[config.mk]
export PLATFORM = sky130hd
export DESIGN_NAME = ex_stage
export DESIGN_NICKNAME = d
export VERILOG_FILES = /design/src/rtl/cpu_defs.sv /design/src/rtl/mul_iter.sv /design/src/rtl/ex_stage.sv
export SDC_FILE = /design/constraint.sdc
export NUM_CORES = 1
export LEC_CHECK = 0
export BUFFER_PORTS_ARGS = -buffer_cell sky130_fd_sc_hd__buf_2
export CORE_MARGIN = 3
export CORE_UTILIZATION = 50
export CTS_CLUSTER_DIAMETER = 100
export DETAILED_ROUTE_END_ITERATION = 10
export PLACE_DENSITY = 0.72
export SETUP_SLACK_MARGIN = 0.05
export SLEW_MARGIN = 40
export SYNTH_ARGS = -nofsm -noshare
export SYNTH_HDL_FRONTEND = slang
export SYNTH_HIERARCHICAL = 1
export SYNTH_SLANG_ARGS = --single-unit
[constraint.sdc]
create_clock -name clk_i -period 11.15 [get_ports clk_i]
set_input_delay 2.23 -clock clk_i [delete_from_list [all_inputs] [get_ports clk_i]]
set_output_delay 2.23 -clock clk_i [all_outputs]
set_load 0.005 [all_outputs]
[src/rtl/cpu_defs.sv]
// cpu_defs: definitions shared by the ID stage, the ALU control decode and the
// execute stage.
//   - ALUOp encodings driven by the main decoder
//   - R-type funct codes for the ops the EX stage executes
//   - encoding of the iterative multiplier's FSM states
//   - decode_alu(): maps ALUOp/funct to a single ALU operation
package cpu_defs;

  // ALUOp from the main decoder
  localparam logic [1:0] AluOpAdd   = 2'b00;
  localparam logic [1:0] AluOpSub   = 2'b01;
  localparam logic [1:0] AluOpRType = 2'b10;
  localparam logic [1:0] AluOpOr    = 2'b11;

  // R-type funct field (inst[5:0])
  localparam logic [5:0] FunctAdd = 6'h20;
  localparam logic [5:0] FunctSub = 6'h22;
  localparam logic [5:0] FunctAnd = 6'h24;
  localparam logic [5:0] FunctOr  = 6'h25;
  localparam logic [5:0] FunctMul = 6'h18;

  // Iterative multiplier FSM states
  typedef enum logic [1:0] {
    StIdle = 2'd0,
    StBusy = 2'd1,
    StDone = 2'd2
  } mul_state_e;

  // Decoded ALU operation; AluNone forces a zero result
  typedef enum logic [2:0] {
    AluNone = 3'd0,
    AluAdd  = 3'd1,
    AluSub  = 3'd2,
    AluAnd  = 3'd3,
    AluOr   = 3'd4,
    AluMul  = 3'd5
  } alu_ctrl_e;

  function automatic alu_ctrl_e decode_alu(logic [1:0] alu_op, logic [5:0] funct);
    alu_ctrl_e ctrl;
    ctrl = AluNone;
    case (alu_op)
      AluOpAdd: ctrl = AluAdd;
      AluOpSub: ctrl = AluSub;
      AluOpOr:  ctrl = AluOr;
      default: begin
        case (funct)
          FunctAdd: ctrl = AluAdd;
          FunctSub: ctrl = AluSub;
          FunctAnd: ctrl = AluAnd;
          FunctOr:  ctrl = AluOr;
          FunctMul: ctrl = AluMul;
          default:  ctrl = AluNone;
        endcase
      end
    endcase
    return ctrl;
  endfunction

endpackage

[src/rtl/mul_iter.sv]
// mul_iter: iterative shift-add multiplier, one partial-product step per clock.
// State updates on the falling edge of clk_i; reset is asynchronous, active-high.
// Ports:
//   clk_i    clock (negedge-active)
//   rst_i    asynchronous active-high reset, discards any product in flight
//   start    request; operands are captured on the IDLE->BUSY edge
//   a, b     multiplicand, multiplier
//   abort    drop the operation in progress (BUSY/DONE -> IDLE)
//   busy     FSM is not IDLE
//   done     FSM is in DONE; product is valid for this cycle
//   product  low WIDTH bits of a*b (identical for signed and unsigned)
module mul_iter
  import cpu_defs::*;
#(
  parameter int unsigned WIDTH = 32
) (
  input  logic             clk_i,
  input  logic             rst_i,
  input  logic             start,
  input  logic [WIDTH-1:0] a,
  input  logic [WIDTH-1:0] b,
  input  logic             abort,
  output logic             busy,
  output logic             done,
  output logic [WIDTH-1:0] product
);

  localparam int unsigned CntW = (WIDTH > 1) ? $clog2(WIDTH) : 1;
  localparam logic [CntW-1:0] LastCnt = CntW'(WIDTH - 1);

  mul_state_e       r_state;
  logic [CntW-1:0]  r_count;
  logic [WIDTH-1:0] r_acc;
  logic [WIDTH-1:0] r_mcand;
  logic [WIDTH-1:0] r_mplier;

  always_ff @(negedge clk_i or posedge rst_i) begin
    if (rst_i) begin
      r_state  <= StIdle;
      r_count  <= '0;
      r_acc    <= '0;
      r_mcand  <= '0;
      r_mplier <= '0;
    end else begin
      case (r_state)
        StIdle: begin
          if (start) begin
            r_mcand  <= a;
            r_mplier <= b;
            r_acc    <= '0;
            r_count  <= '0;
            r_state  <= StBusy;
          end
        end
        StBusy: begin
          if (abort) begin
            r_state <= StIdle;
          end else begin
            // Bits shifted past WIDTH are dropped, giving the product mod 2^WIDTH.
            if (r_mplier[0]) begin
              r_acc <= r_acc + r_mcand;
            end
            r_mcand  <= r_mcand << 1;
            r_mplier <= r_mplier >> 1;
            r_count  <= r_count + CntW'(1);
            // The step taken on this edge is the last one.
            if (r_count == LastCnt) begin
              r_state <= StDone;
            end
          end
        end
        StDone: begin
          r_state <= StIdle;
        end
        default: begin
          r_state <= StIdle;
        end
      endcase
    end
  end

  assign busy    = (r_state != StIdle);
  assign done    = (r_state == StDone);
  assign product = r_acc;

endmodule

[src/rtl/ex_stage.sv]
// ex_stage: execute stage between the ID/EX and EX/MEM pipeline registers.
// Single-cycle ALU (add/sub/and/or) plus an iterative multiplier for R-type MUL,
// destination register select and store-data pass-through.
// Ports:
//   clk_i, rst_i   clock (negedge-active state), asynchronous active-high reset
//   a_i, b_i       rs / rt operands
//   immediate_i    sign-extended immediate, used as operand B when ALUSrc_i = 1
//   ALUOp_i        00 add, 01 sub, 10 R-type (decode funct), 11 or
//   RegDst_i       1: dest = inst_i[15:11], 0: dest = inst_i[20:16]
//   inst_i         instruction word, funct = inst_i[5:0]
//   result_o       ALU or multiply result
//   zero_o         result_o == 0
//   wr_addr_o      destination register number
//   store_data_o   b_i, for stores
//   stall_o        hold PC, IF/ID and ID/EX while a multiply is in flight
//   busy_o         multiplier FSM is not IDLE
module ex_stage
  import cpu_defs::*;
#(
  parameter int unsigned WIDTH = 32
) (
  input  logic             clk_i,
  input  logic             rst_i,
  input  logic [WIDTH-1:0] a_i,
  input  logic [WIDTH-1:0] b_i,
  input  logic [WIDTH-1:0] immediate_i,
  input  logic             ALUSrc_i,
  input  logic [1:0]       ALUOp_i,
  input  logic             RegDst_i,
  input  logic [31:0]      inst_i,
  output logic [WIDTH-1:0] result_o,
  output logic             zero_o,
  output logic [4:0]       wr_addr_o,
  output logic [WIDTH-1:0] store_data_o,
  output logic             stall_o,
  output logic             busy_o
);

  logic [5:0]       w_funct;
  logic [WIDTH-1:0] w_op_b;
  logic [WIDTH-1:0] w_alu_result;
  logic [WIDTH-1:0] w_product;
  alu_ctrl_e        w_alu_ctrl;
  logic             w_is_mul;
  logic             w_mul_busy;
  logic             w_mul_done;
  logic             w_unused_inst;

  assign w_funct       = inst_i[5:0];
  assign w_op_b        = ALUSrc_i ? immediate_i : b_i;
  assign w_alu_ctrl    = decode_alu(ALUOp_i, w_funct);
  assign w_is_mul      = (ALUOp_i == AluOpRType) && (w_funct == FunctMul);
  // rs/opcode/shamt fields are consumed by other stages
  assign w_unused_inst = ^{inst_i[31:21], inst_i[10:6]};

  always_comb begin
    w_alu_result = '0;
    case (w_alu_ctrl)
      AluAdd:  w_alu_result = a_i + w_op_b;
      AluSub:  w_alu_result = a_i - w_op_b;
      AluAnd:  w_alu_result = a_i & w_op_b;
      AluOr:   w_alu_result = a_i | w_op_b;
      default: w_alu_result = '0;
    endcase
  end

  // A falling is_mul while BUSY/DONE means the instruction was flushed.
  mul_iter #(
    .WIDTH(WIDTH)
  ) u_mul_iter (
    .clk_i  (clk_i),
    .rst_i  (rst_i),
    .start  (w_is_mul),
    .a      (a_i),
    .b      (w_op_b),
    .abort  (!w_is_mul),
    .busy   (w_mul_busy),
    .done   (w_mul_done),
    .product(w_product)
  );

  // Hide partial products: a mul shows zero until its DONE cycle.
  assign result_o     = w_is_mul ? (w_mul_done ? w_product : '0) : w_alu_result;
  assign zero_o       = (result_o == '0);
  assign wr_addr_o    = RegDst_i ? inst_i[15:11] : inst_i[20:16];
  assign store_data_o = b_i;
  assign stall_o      = w_is_mul && !w_mul_done;
  assign busy_o       = w_mul_busy;

endmodule

==> flow_summary.toml <==
[logic_synthesis]
netlist.area_leader.share_pct = 23.9
yosysSeqAreaShare_pct = 23.9
synth_area_mm2 = 0.0108
synth_edf_count = 0
synthArstFlopShare_pct = 100
synth_top_area_cell = "dfrtn_1"
avgSynthCellArea_um2 = 7.55
synth_nets = 1633
yosys_warnings = 6
postSynthCellCount = 1430
ys.flop_type = "dfrtn_1"
ys_seq_elements = 103
synthTopCellsByArea = "dfrtn_1, nand2_1, ha_1, nor2_1, a31oi_1"
ys_types = 88

[finish]
fin_cells = 1816
layout.nets = 1740
final_util_pct = 57.3
synthToLayoutAreaGrowth_pct = 11.9
antenna_cells = 0
seq_area_mm2 = 0.00258
drive_above_1_share_pct = 18.8
fillers = 2012
multi_input_area_mm2 = 0.00751

[critical_path]
worstSetupPathType = "reg -> out"
crit_start = "u_mul_iter/r_state[1]"
r2r_start = "u_mul_iter/product[0]"
cp_max_fo = 15
worstSetupEndpointType = "primary output"
path_cells = "nor2b_1 -> and3_4 -> buf_4 -> a222oi_1 -> o211ai_1 -> or4_4 -> nor4_4 -> nand2_2 -> nor3_2 -> buf_2"
rr_endpoint = "u_mul_iter/product[26]"
arrival_ns = 8.82
r2r_cells = 11
crit_path_max_incr_delay_ns = 0.59
cp_slowest_cell = "or4_4"
crit_required_ns = 8.92
worstSetupEndpoint = "zero_o"
r2r_slack_ns = 8.04
cp-start-kind = "register"

[sta]
rsz0062_at_grt = "no"
slew_headroom_pct = 39.0
hold_ws_ns = 0.462
setup_viol = 0
tightest_slew_ns = 0.890
skew_ns = 0.00957
hold_viol = 0
setup_tns_ns = 0
finalMaxSlewViolations = 0

[floorplan]
num_io_pins = 206
row_count = 53
core_area_mm2 = 0.0211
fp.dieArea_mm2 = 0.0234
die_h_um = 153
fp.dieW_um = 153
initial_core_util_pct = 51.2

[clocking]
cts.path.max_buffers = 2
ctsHoldBuffers = 0
cts_tree = "built"
clock_latency_ns = 0.36
path_clk_slew_ns = 0.05
root_buffer = "clkbuf_16"
h-tree-depth = 3
numCtsBuffers = 9
cts.sinks = 103

[global_route]
grt-ovfl-total = 0
antenna_found_initial = 0
grt_pass1_wl_mm = 58.9
grt_util_all_layers_pct = 30.9
grt_pass1_vias = 10800
grt_max_degree = 71

[routing]
via_count = 11600
route.detailed.drc = 0
wl_per_cell_um = 20.6
drtPass1Iterations = 9
viasPerCell = 6.37
routed_wl_mm = 37.3
drtIter0Drc = 1376
postRouteAntennaNets = 0

[placement]
routabilityCongestion = 1.01
numPortBuffers = 189
dp_cells = 1800
dpl.hpwl_mm = 28.7

[run]
maxCapViolCount = 0

[hold_path]
hold_class = "reg -> reg"

[power]
cellPowerDensity_mw_per_mm2 = 108
irDropWorstVdd_uv = 65.9
cellLeakagePower_uw = 0.00569

[outcome]
status = "finished clean"
-- power breakdown --
group	switching, uW	internal (uW)
logic	315	209
clock network	146	203
registers	26.2	410
total	487	822
-- critical path: cells and delay by family (launching register included) --
| kind | cells | cell delay, ns |
|---|---|---|
| AO/OA/AOI/OAI | 2 | 0.69 |
| buffers and inverters | 2 | 0.33 |
| flip-flops | 1 | 0.34 |
| AND/OR/NAND/NOR | 6 | 1.54 |
-- placed cells by master, fill, tap and decap left out, drive strengths merged, types with 10 or more instances in the layout --
cell type    n
nand2      240
buf        212
nor2       120
dfrtn      103
o21ai      102
a21oi       84
a31oi       69
ha          67
inv         51
xnor2       41
nand3       29
nor3        29
mux2i       28
o211ai      24
xor2        23
a21o        23
o21a        18
mux2        17
nand4       17
a222oi      17
and3        15
nand2b      14
a22oi       12
o31ai       11
nor2b       11
o21bai      11
clkbuf      11
or2         11
nor4        10
-- registers in the layout, summed over array words and instances (netlist names) --
register             flops
u_mul_iter/r_mcand      32
u_mul_iter/product      32
u_mul_iter/r_mplier     32
u_mul_iter/r_count       5
u_mul_iter/r_state       2
-- how the worst min path moves through the flow --
stage / slack [ns] / end / from / cells past startpoint
2_1_floorplan: 0.42 / u_mul_iter/r_mplier[31] / u_mul_iter/r_mplier[31] / 2
3_3_place_gp: 0.45 / u_mul_iter/r_count[2] / u_mul_iter/r_count[2] / 2
3_5_place_dp: 0.45 / u_mul_iter/r_count[2] / u_mul_iter/r_count[2] / 2
4_1_cts: 0.46 / u_mul_iter/r_count[2] / u_mul_iter/r_count[2] / 2
5_1_grt: 0.51 / u_mul_iter/r_mplier[27] / u_mul_iter/r_mplier[27] / 2
6_report: 0.46 / u_mul_iter/r_mplier[31] / u_mul_iter/r_mplier[31] / 2
-- cell type report --
cell class / count / share of cell area (%)
clock inverter: 4 / 0.642
inverter: 50 / 1.60
clock buffer: 11 / 2.01
tap: 275 / 2.85
multi-input combinational: 1161 / 62.2
sequential: 103 / 21.3
timing repair buffer: 212 / 9.37
-- per-layer routing --
layer / wire [um] / global-route usage [%] / part of all wire (%)
met4: 1830 / 12.9 / 4.9
met5: 0 / 0 / 0
met1: 14900 / 39.6 / 40
met3: 3360 / 5.97 / 9.0
met2: 17300 / 51.2 / 46
-- cells by family (layout without fill, tap and decap cells) --
logic type	Yosys count	after routing	share of synthesized area (%)
compound gates	450	450	28.5
mux	45	45	4.37
flops	103	103	23.9
buf+inv	166	277	7.40
xor+xnor	64	64	5.19
simple gates	533	533	22.5
fa+ha+maj	69	69	8.14
-- through the flow --
stage               worst slack (ns)  cell area (um^2)  total power (uW)
finish                        0.0952             12100              1310
global route                  0.0505             12100              1390
CTS                            0.149             12100              1300
detailed placement            0.0897             11700               949
global placement              0.0864             11700               942
floorplan                      0.694             10800               793
-- synthesized netlist by cell type (9+ instances only) --
cell,number
inv_1,47
nor3_1,27
o211ai_1,23
nand2_1,240
nand4_1,17
ha_1,67
o21ai_1,33
a21o_1,23
and3_1,15
nand2b_1,14
dfrtn_1,103
clkbuf_1,63
a31oi_1,68
a222oi_1,17
nor2_1,120
nor4_1,9
xor2_1,23
buf_2,14
o21ai_0,68
nand3_1,29
mux2i_1,28
o21bai_1,10
a22oi_1,12
buf_4,34
o31ai_1,10
xnor2_1,41
mux2_2,17
a21oi_1,82
nor2b_1,11
o21a_1,18
-- what timing repair did --
action / CTS / global route
buffers inserted: 0 / 1
pin swaps: 1 / 4
resized for setup: 5 / 3
endpoints found under the setup margin: 1 / 1
Note: power is estimated with default switching activity, not from simulation.
